--- src/rtl/group_add.sv ---
// Pipelined signed adder tree: sums GROUP_NB addends per cycle with one register per tree level.
// Define GROUP_ADD_SATURATE_EN to clamp the final sum instead of wrapping it.
module group_add #(
    parameter int GROUP_NB  = 4,
    parameter int NUM_WIDTH = 16
) (
    input  logic                          clk,
    input  logic                          rst,
    input  logic [NUM_WIDTH*GROUP_NB-1:0] up_data,
    output logic [NUM_WIDTH-1:0]          dn_data
);

    // A single addend still goes through one register so dn_data stays a pure flop output.
    localparam int L  = (GROUP_NB <= 1) ? 1 : $clog2(GROUP_NB);
    localparam int SW = NUM_WIDTH + L;

    // Number of operands present after k tree levels.
    function automatic int level_count(input int k);
        return (GROUP_NB + (1 << k) - 1) >> k;
    endfunction

    function automatic logic [NUM_WIDTH-1:0] finish_sum(input logic signed [SW-1:0] full);
`ifdef GROUP_ADD_SATURATE_EN
        logic signed [SW-1:0] max_v;
        logic signed [SW-1:0] min_v;
        max_v = {{(L+1){1'b0}}, {(NUM_WIDTH-1){1'b1}}};
        min_v = {{(L+1){1'b1}}, {(NUM_WIDTH-1){1'b0}}};
        if (full > max_v)
            return {1'b0, {(NUM_WIDTH-1){1'b1}}};
        else if (full < min_v)
            return {1'b1, {(NUM_WIDTH-1){1'b0}}};
        else
            return full[NUM_WIDTH-1:0];
`else
        return full[NUM_WIDTH-1:0];
`endif
    endfunction

    for (genvar k = 1; k <= L; k++) begin : g_lvl
        localparam int N_IN  = level_count(k - 1);
        localparam int N_OUT = level_count(k);
        localparam int W_IN  = NUM_WIDTH + k - 1;
        localparam int W_OUT = W_IN + 1;
        localparam int QW    = (k < L) ? N_OUT * W_OUT : NUM_WIDTH;

        logic [N_IN*W_IN-1:0]   din;
        logic [N_OUT*W_OUT-1:0] sum;
        logic [QW-1:0]          q;

        if (k == 1) begin : g_src
            assign din = up_data;
        end else begin : g_src
            assign din = g_lvl[k-1].q;
        end

        // Pairs are added one bit wider; an odd leftover is only sign-extended and passed on.
        always_comb begin
            int hi;
            sum = '0;
            hi  = 0;
            for (int j = 0; j < N_OUT; j++) begin
                hi = (2*j + 1 < N_IN) ? 2*j + 1 : 2*j;
                sum[j*W_OUT +: W_OUT] = W_OUT'(signed'(din[2*j*W_IN +: W_IN]));
                if (hi != 2*j)
                    sum[j*W_OUT +: W_OUT] = sum[j*W_OUT +: W_OUT]
                                          + W_OUT'(signed'(din[hi*W_IN +: W_IN]));
            end
        end

        if (k < L) begin : g_reg
            always_ff @(posedge clk) begin
                if (rst)
                    q <= '0;
                else
                    q <= sum;
            end
        end else begin : g_out
            always_ff @(posedge clk) begin
                if (rst)
                    q <= '0;
                else
                    q <= finish_sum(sum);
            end
        end
    end

    assign dn_data = g_lvl[L].q;

endmodule

--- config.mk ---
export PLATFORM = sky130hd
export DESIGN_NAME = group_add
export DESIGN_NICKNAME = d
export VERILOG_FILES = /design/src/rtl/group_add.sv
export SDC_FILE = /design/constraint.sdc
export NUM_CORES = 1
export LEC_CHECK = 0
export CAP_MARGIN = 20
export CORE_UTILIZATION = 54
export CTS_CLUSTER_SIZE = 25
export DETAILED_ROUTE_END_ITERATION = 16
export PLACE_DENSITY = 0.87
export SKIP_LAST_GASP = 1
export SLEW_MARGIN = 20
export SYNTH_ARGS = -nofsm -noshare
export SYNTH_HDL_FRONTEND = slang
export SYNTH_SLANG_ARGS = --single-unit
--- constraint.sdc ---
create_clock -name clk -period 5 [get_ports clk]
set_input_delay 0.75 -clock clk [delete_from_list [all_inputs] [get_ports clk]]
set_output_delay 0.75 -clock clk [all_outputs]
set_load 0.02 [all_outputs]
Word-level counts from Yosys, hierarchy flattened

Index checks and enable logic that the tools add are counted.

Register bits after elaboration: 49
Output and inout bits: 16
Bits of input ports: 66
Word-level logic and storage cells: 5

$add $sub $neg: 3

Operators by type and width:

| cell                                      | count |
|---|---|
| 16-bit adder                              | 2 |
| 16-bit by 16-bit adder with 17-bit output | 1 |

Logic depth before layout (Yosys ltp)

Gate-level depths: netlist of the first run.

Depth after elaboration: 1
Mapped depth: 8
Depth with buffers taken out: 8

Least setup slack after synthesis of the first run

No wires, ideal clock.

Path type: input -> register
Start: in up_data[0]
End: reg g_lvl[1].q[10]
Library setup time: 128 ps
Cell stages on the path: 8
Arrival time: 2323 ps
Required time: 4872 ps
Setup slack: 2549 ps
Buffers on the path: 0
Cells stage by stage: ha_1 fa_1 a211oi_1 nor2_1 o31ai_1 o21ai_1 xnor2_1 nor2_1

Longest elaborated chain between the ends: 1

RTL lines:

| what                                      | line | text |
|---|---|---|
| from (decl)                               | 9    | `input logic [NUM_WIDTH*GROUP_NB-1:0] up_data,` |
| 16-bit by 16-bit adder with 17-bit output | 66   | `+ W_OUT'(signed'(din[hi*W_IN +: W_IN]));` |
| to (signal assigned)                      | 75   | `q <= sum;` |
| to (decl)                                 | 48   | `logic [QW-1:0] q;` |

No other way between the ends.
A chain may end at the register's enable or synchronous reset.

Worst setup path in the final report of the first run

Start: in up_data[32]
End: reg g_lvl[1].q[27]

Longest elaborated chain between the ends: 1

RTL lines:

| what         | line |
|---|---|
| 16-bit adder | 66 |

No other way between the ends.

==> results.ini, run 1 <==
[worst_setup_path]
start_kind = primary input
reg2reg_depth = 8
crit_type = in -> reg
cp-startpoint = up_data[32]
critPathMaxFanout = 4
required_ns = 5.15
cp.arrival_ns = 2.94
r2r_start = g_lvl[1].q[0]
endpoint_kind = flip-flop

[floorplan]
die-area_sq_um = 6412
boundaryPins = 82
initial_core_util_pct = 55.93
die_y_microns = 80.08
row_count = 28
floorplan.die.width_microns = 80.08
coreArea_sq_um = 5886

[timing]
finalHoldViolations = 0
finalCritPeriodShare_pct = 55.88
worst_slew_pin_slew_ns = 1.016
period_minus_slack_ns = 2.794
maxSlewViolCount = 0
setup_violations = 0
setup-tns-final_ns = 0
skew_ns = 0.005055
slew_headroom_pct = 32.28
rsz0062_at_grt = no
fmax_ghz = 0.3579

[place]
gp_congestion = 0.9619
io_buffers = 81
hpwl_microns = 5757

[finish]
drive_above_1_share_pct = 5.519
fillers = 455
final_common_cell = clkdlybuf4s50_1
multi_input_area_sq_um = 2267
post-route-util_pct = 72.53
synthToLayoutAreaGrowth_pct = 29.68
final_cell_mix = clkdlybuf4s50_1, dfxtp_1, nor2_1
diodes = 0
final_nets = 566
seq_area_sq_um = 960.9

[synthesis]
synth-async-reset-ratio_pct = 0
avgSynthCellArea_sq_um = 8.825
synth_fp_nets = 487
ys_types = 47
syn_inst = 373
syn_area_sq_um = 3292
ys_seq_elements = 48
synth_edf_count = 0
yosysSeqAreaShare_pct = 29.19
yosysWarnings = 0
ys.flop_type = dfxtp_1

[cts]
path_clk_slew_ns = 0.09
numCtsBuffers = 5
cts_buffer_depth = 2
clk_latency_ns = 0.30
cts_root_buffer = clkbuf_8
htreeDepth = 2
clock-sinks = 48
ctsHoldBuffers = 0
cts.repair.resized = 0
cts_tree = done
post_cts_buffers = 0

[flow_run]
cap_violations = 0

[hold_path]
hold_path.class = reg -> reg
hp-start = g_lvl[1].q[17]
hold-path-cell-count = 2

[route]
drc = 0
ant_nets = 0
drt-total-wl_microns = 7191
drt_iter0_drc = 104
wire_per_inst_microns = 13.62
via_count = 3004
firstDrtPassIters = 4
via_per_inst = 5.689

[global_route]
gr-total-overflow = 0
grt_pass1_vias = 2852
grt_usage_pct = 24.00
grt_max_degree = 62
grt_pass1_wl_microns = 12160
antenna_found_initial = 0

[power_and_ir_drop]
cellPowerDensity_nw_per_um2 = 294.2
ir_drop_uv = 171.4
leakage_nw = 1.779

[outcome]
status = complete, no violations

## final timing paths
check / slack, ns / endpoint
min: 0.57 / dn_data[0]
max reg2reg: 2.77 / dn_data[10]
min reg2reg: 0.57 / dn_data[0]
max: 2.21 / g_lvl[1].q[27]
## power by group
group / switching, W / total (W) / internal [W]
logic: 0.000261 / 0.000510 / 0.000249
registers: 0.0000229 / 0.000467 / 0.000444
clock network: 0.000131 / 0.000279 / 0.000148
total: 0.000415 / 0.00126 / 0.000841
## cell families (layout without fill, tap and decap cells)
family | Yosys count | in the layout | share of synthesized area, %
compound gates | 107 | 107 | 22.81
xor+xnor | 33 | 33 | 8.780
fa+ha+maj | 48 | 48 | 18.93
buf+inv | 17 | 97 | 1.938
flops | 48 | 48 | 29.19
mux | 2 | 2 | 0.6841
simple gates | 118 | 118 | 17.67
## per-layer routing
layer  wire length (microns)  track usage [%]
met1                    3179            28.09
met2                    3528            42.91
met3                     264            3.068
met4                     218            11.61
met5                       0                0
## cells in the mapped netlist (3+ instances only)
cell type  number  area (sq um)
nand4_1         5         31.28
nor2_1         46         172.7
ha_1           45         563.0
dfxtp_1        48         960.9
nor3_1          8         40.04
o21bai_1        5         37.54
a21oi_1        31         155.2
and3_1          4         25.02
inv_1           8         30.03
a21oi_2         6         52.55
xnor2_1        19         166.4
nand3_1         8         40.04
clkbuf_1        6         22.52
o21ai_0        15         75.07
nand2b_1        3         18.77
o21a_1          6         45.04
o21ai_1         3         15.01
nand2_1        20         75.07
o311ai_0        3         26.28
xor2_1         14         122.6
fa_1            3         60.06
a211oi_1        5         37.54
nor4b_1         5         43.79
nor3b_1         6         45.04
nor2b_1         9         56.30
buf_1           3         11.26
a21o_1         13         97.59
## stage by stage
step	instance area [sq um]	setup WS, ns	hold slack [ns]	std cells	total power (W)
after floorplan	3292	2.549	0.5241	373	0.0008068
after global placement	4158	1.974	0.5376	520	0.0009647
after detailed placement	4158	1.891	0.5566	520	0.0009809
after global routing	4269	1.973	0.6084	528	0.001331
after CTS	4269	2.207	0.5684	528	0.001258
final	4269	2.206	0.5652	528	0.001256
## state kept, by name (all words and copies together) (netlist names)
name and cells:
g_lvl.q 32, dn_data 16
## layout make-up
type	instances	area share, %
clock buffer	5	1.612
sequential	48	22.51
tap	75	2.198
timing repair buffer	81	18.87
multi-input combinational	308	53.11
inverter	8	0.7034
clock inverter	3	0.9965
## critical path, stage by stage
cell and delay, ns:
clkdlybuf4s50_1 0.40, ha_1 0.22, fa_1 0.41, a21oi_1 0.30, o211ai_2 0.18, a21oi_1 0.18, o21bai_1 0.11, a311oi_1 0.30
nor4b_1 0.08
No activity file was read; power rests on OpenSTA's default activity.
==> inputs of run 2 (changes only) <==
CORE_UTILIZATION = 50   (was 54)
PLACE_DENSITY = 0.81   (was 0.87)
clock period = 2.6 ns   (was 5 ns; I/O delays follow)
==> run 2 against run 1 <==
Register-to-register slack worse by 2.4 ns; largest cell class unchanged; total power increased by 87%; routed wire length grew 1.6%; combinational power increased by 95%; critical endpoint unchanged.
==> results.ini, run 2 (synthesis results as in run 1) <==
[finish]
final_common_cell = clkdlybuf4s50_1
final_nets = 573  ; +1.2%
stdcell_area_sq_um = 4310  ; +0.97%
synthToLayoutAreaGrowth_pct = 30.94
final_cell_mix = clkdlybuf4s50_1, dfxtp_1, nor2_1
diodes = 0  ; unchanged
drive_above_1_share_pct = 7.174  ; +1.7 points
regMostFlops = g_lvl.q
largest_register_ffs = 32  ; unchanged

[flow_run]
cap_violations = 0  ; unchanged

[global_route]
grt_pass1_wl_microns = 12810  ; +5.3%
grt_pass1_vias = 2957  ; +3.7%
grt_usage_pct = 22.49  ; -1.5 points
use_met1_pct = 26.67  ; -1.4 points
use_met3_pct = 3.380  ; +0.31 points
antenna_found_initial = 0  ; unchanged
met2_usage_pct = 40.54  ; -2.4 points
grt_max_degree = 25  ; -60%
global_route.peak_usage_layer = met2
gr-total-overflow = 0  ; unchanged

[route]
firstDrtPassIters = 4  ; unchanged
wire_per_inst_microns = 13.61  ; -0.10%
via_per_inst = 5.618  ; -1.3%
ant_nets = 0  ; unchanged
via_count = 3017  ; +0.43%
drt_iter0_drc = 133  ; +28%
drt-total-wl_microns = 7306  ; +1.6%
drc = 0  ; unchanged

[timing]
finalCritPeriodShare_pct = 90.31
rsz0062_at_grt = no
period_minus_slack_ns = 2.348
maxSlewViolCount = 0  ; unchanged
setup_violations = 0  ; unchanged
finalHoldViolations = 0  ; unchanged
worst_slew_pin_slew_ns = 0.4242  ; -0.5917 ns
fmax_ghz = 0.4259
holdWs_ns = 0.4749  ; -0.09028 ns
skew_ns = 0.003682  ; -0.001373 ns
slew_headroom_pct = 70.99  ; +39 points

[floorplan]
boundaryPins = 82  ; unchanged
initial_core_util_pct = 51.84  ; -4.1 points
row_count = 29  ; +3.6%
coreArea_sq_um = 6350  ; +7.9%
die_y_microns = 83.14  ; +3.8%
die-area_sq_um = 6912  ; +7.8%
floorplan.die.width_microns = 83.14  ; +3.8%

[worst_setup_path]
endpoint_kind = flip-flop
start_kind = primary input
cp-startpoint = up_data[32]
cp.arrival_ns = 2.52  ; -0.42 ns
critPathMaxFanout = 3  ; -1
crit_type = in -> reg
required_ns = 2.77  ; -2.38 ns
r2r_start = g_lvl[1].q[0]

[place]
io_buffers = 81  ; unchanged
placed_area_sq_um = 4213  ; +1.3%
gp_congestion = 0.9144  ; -4.9%
hpwl_microns = 5884  ; +2.2%

[power_and_ir_drop]
cellPowerDensity_nw_per_um2 = 543.7  ; +85%
leakage_nw = 1.809  ; +1.7%
ir_drop_uv = 411.0  ; +140%

[cts]
ctsHoldBuffers = 0  ; unchanged
clock-sinks = 48  ; unchanged
clk_latency_ns = 0.30  ; about the same
path_clk_slew_ns = 0.08  ; about the same
cts_tree = done
htreeDepth = 2  ; unchanged
cts_buffer_depth = 2  ; unchanged
cts_root_buffer = clkbuf_8
numCtsBuffers = 5  ; unchanged

[hold_path]
hp-start = rst
hold_path.class = in -> reg

[outcome]
status = complete, no violations

run 2: critical path, stage by stage:
cell and delay [ns]:
clkdlybuf4s50_1 0.42, ha_1 0.23, fa_1 0.41, a21oi_1 0.30, o211ai_2 0.12, a21oi_1 0.17
o21bai_1 0.11, a311oi_1 0.28, nor4b_1 0.08
run 2: per-layer routing:
metal,vias to the layer above,share of wire (%)
met5,-,0
met4,0,2.6
met3,18,3.5
met2,74,50
met1,1390,44
li1,1535,-
run 2: what timing repair did:
item,CTS,global route
buffers inserted,0,0
setup endpoints to repair,0,3
resized for setup,0,1
run 2: where the power goes:
part	leakage (nW)	switching [W]	internal, W
Sequential	0.400	0.0000441	0.000854
Clock	0.0510	0.000240	0.000212
Combinational	1.36	0.000505	0.000488
Total	1.81	0.000789	0.00155
run 2: stage by stage:
stage                     utilization, %  worst slack (ns)  power [W]  cells  TNS [ns]
after floorplan                        -            0.5090   0.001552    373         0
after global placement             66.34          -0.02383   0.001867    529  -0.02743
after detailed placement           66.34          -0.09518   0.001894    529   -0.2701
after CTS                          67.80            0.2147   0.002352    537         0
after global routing               67.88           0.07177   0.002502    537         0
final                              67.88            0.2519   0.002344    537         0
run 2: worst paths after layout:
kind / endpoint / slack, ns / cells after the start
worst min register to register: dn_data[0] / 0.57 / 2
worst max register to register: dn_data[14] / 0.40 / 8
worst max-delay path: g_lvl[1].q[27] / 0.25 / 9
worst min-delay path: g_lvl[1].q[22] / 0.47 / 2
run 2: final cells by class:
type,instances,area [sq um]
sequential,48,960.9
timing repair buffer,88,858.3
clock buffer,6,82.58
multi-input combinational,308,2272
tap,77,96.34
clock inverter,2,10.01
fill,517,2039
inverter,8,30.03
==> inputs of run 3 (changes only) <==
==> constraint.sdc (replaced) <==
create_clock -name clk -period 2.6 [get_ports clk]
set_input_delay 0.65 -clock clk [delete_from_list [all_inputs] [get_ports clk]]
set_output_delay 0.65 -clock clk [all_outputs]
set_load 0.02 [all_outputs]
==> run 3 against run 2 <==
Flip-flop and latch count is the same; clock skew grew 0.0090 ns; critical path depth shrank 1; total power grew 6.5%; worst setup slack lost 0.084 ns; clock power grew 20%; worst hold slack gained 0.13 ns.
==> results.ini, run 3 (synthesis results as in run 1) <==
[power_and_ir_drop]
p_switching_w = 0.0008225  ; +4.3%
ir_drop_uv = 442.7  ; +7.7%
switching_share_pct = 32.95  ; -0.71 points
leakage_nw = 1.927  ; +6.5%
pwr-share-seq_pct = 36.0  ; -2.3 points
cellPowerDensity_nw_per_um2 = 551.6  ; +1.4%
combPwrFrac_pct = 42.2  ; -0.2 points
pwr-share-clk_pct = 21.7  ; +2.4 points
power_w = 0.002496  ; +6.5%
internal-power_w = 0.001674  ; +7.7%

[worst_setup_path]
start_kind = primary input
required_ns = 2.84  ; +0.07 ns
crit_type = in -> reg
critPathMaxFanout = 6  ; +3
r2r_start = g_lvl[1].q[0]
cp.arrival_ns = 2.68  ; +0.16 ns
endpoint_kind = flip-flop
cp-startpoint = up_data[52]

[finish]
drive_above_1_share_pct = 12.45  ; +5.3 points
largest_register_ffs = 32  ; unchanged
final_nets = 595  ; +3.8%
final_cells = 559  ; +4.1%
final_common_cell = clkdlybuf4s50_1
diodes = 0  ; unchanged
regMostFlops = g_lvl.q
synthToLayoutAreaGrowth_pct = 37.48
final_cell_mix = clkdlybuf4s50_1, dfxtp_1, nor2_1

[cts]
clock-sinks = 48  ; unchanged
cts_buffer_depth = 2  ; unchanged
htreeDepth = 2  ; unchanged
cts_tree = done
clk_latency_ns = 0.31  ; about the same
cts_root_buffer = clkbuf_8
ctsHoldBuffers = 0  ; unchanged
numCtsBuffers = 5  ; unchanged
post_cts_buffers = 0  ; unchanged
path_clk_slew_ns = 0.10  ; +0.02 ns

[floorplan]
floorplan.die.width_microns = 83.14  ; unchanged
die-area_sq_um = 6912  ; unchanged
coreArea_sq_um = 6350  ; unchanged
initial_core_util_pct = 51.84  ; unchanged
die_y_microns = 83.14  ; unchanged
row_count = 29  ; unchanged
boundaryPins = 82  ; unchanged

[timing]
holdWs_ns = 0.6047  ; +0.1298 ns
maxSlewViolCount = 0  ; unchanged
setup_violations = 0  ; unchanged
fmax_ghz = 0.4111  ; -3.5%
slew_headroom_pct = 69.06  ; -1.9 points
finalHoldViolations = 0  ; unchanged
setup-tns-final_ns = 0  ; unchanged
rsz0062_at_grt = no
skew_ns = 0.01267  ; +0.008988 ns
period_minus_slack_ns = 2.432  ; +0.08418 ns
finalCritPeriodShare_pct = 93.55  ; +3.2 points
worst_slew_pin_slew_ns = 0.4524  ; +0.02826 ns

[route]
ant_nets = 0  ; unchanged
wire_per_inst_microns = 13.72  ; +0.85%
drt_iter0_drc = 133  ; unchanged
firstDrtPassIters = 4  ; unchanged
drc = 0  ; unchanged
via_count = 3106  ; +2.9%
drt-total-wl_microns = 7670  ; +5.0%
via_per_inst = 5.556  ; -1.1%

[flow_run]
cap_violations = 0  ; unchanged

[global_route]
grt_pass1_wl_microns = 13120  ; +2.4%
antenna_found_initial = 0  ; unchanged
grt_usage_pct = 23.19  ; +0.71 points
grt_pass1_vias = 3066  ; +3.7%
grt_max_degree = 24  ; -4.0%
gr-total-overflow = 0  ; unchanged

[hold_path]
hp-start = g_lvl[1].q[17]
hold_path.class = reg -> reg

[outcome]
status = complete, no violations

[place]
dp_cells = 551  ; +4.2%
gp_congestion = 0.9056  ; -0.96%
hpwl_microns = 6237  ; +6.0%
io_buffers = 81  ; unchanged

[run 3: changes by cell type in the layout (fill, tap and decap cells not counted), moves of 2 or more]
cell      change
fa_2          +2
buf_4        +22
clkinv_4      +2
fa_1          -2
clkinv_2      -2
[run 3: repair_timing]
item                       in CTS  in global routing
setup endpoints to repair       2                  5
hold endpoints to repair        0                  0
pin swaps                       0                  2
gates resized for setup         1                  7
[run 3: final timing paths]
check	slack [ns]	end	cells past startpoint
worst min-delay path	0.60	dn_data[0]	2
worst max register to register	0.43	dn_data[14]	8
worst min register to register	0.60	dn_data[0]	2
worst max-delay path	0.17	g_lvl[1].q[30]	8
[run 3: critical path: stages]
cell	delay, ns
clkdlybuf4s50_1	0.42
ha_1	0.30
a21oi_1	0.18
buf_4	0.15
o21a_1	0.15
o31ai_4	0.12
a2111oi_0	0.50
a311o_1	0.19
[run 3: power groups by stage]
stage / sequential, W / combinational [W] / clock [W]
2_1_floorplan: 0.000970 / 0.000582 / 0
3_3_place_gp: 0.000912 / 0.000998 / 0
3_5_place_dp: 0.000918 / 0.00103 / 0
4_1_cts: 0.000901 / 0.00104 / 0.000560
5_1_grt: 0.000909 / 0.00116 / 0.000586
6_report: 0.000900 / 0.00105 / 0.000543
[run 3: stage by stage]
step	cell area, sq um	utilization, %	setup WS (ns)
CTS	4499	70.86	0.04165
floorplan	3292	-	0.2490
global route	4526	71.27	0.01838
finish	4526	71.27	0.1677
detailed placement	4378	68.95	-0.3519
global placement	4378	68.95	-0.2883
[run 3: final cells by class]
| class | instances | area, sq um |
|---|---|---|
| inverter | 8 | 30.03 |
| clock buffer | 5 | 68.82 |
| fill | 496 | 1824 |
| clock inverter | 3 | 47.55 |
| multi-input combinational | 308 | 2298 |
| timing repair buffer | 110 | 1023 |
| tap | 77 | 96.34 |
| sequential | 48 | 960.9 |
[run 3: routing by layer]
metal	share of wire [%]	GRT usage, %
met2	53	43.37
met1	41	26.33
met5	0	0
met3	3.3	3.082
met4	2.8	9.404
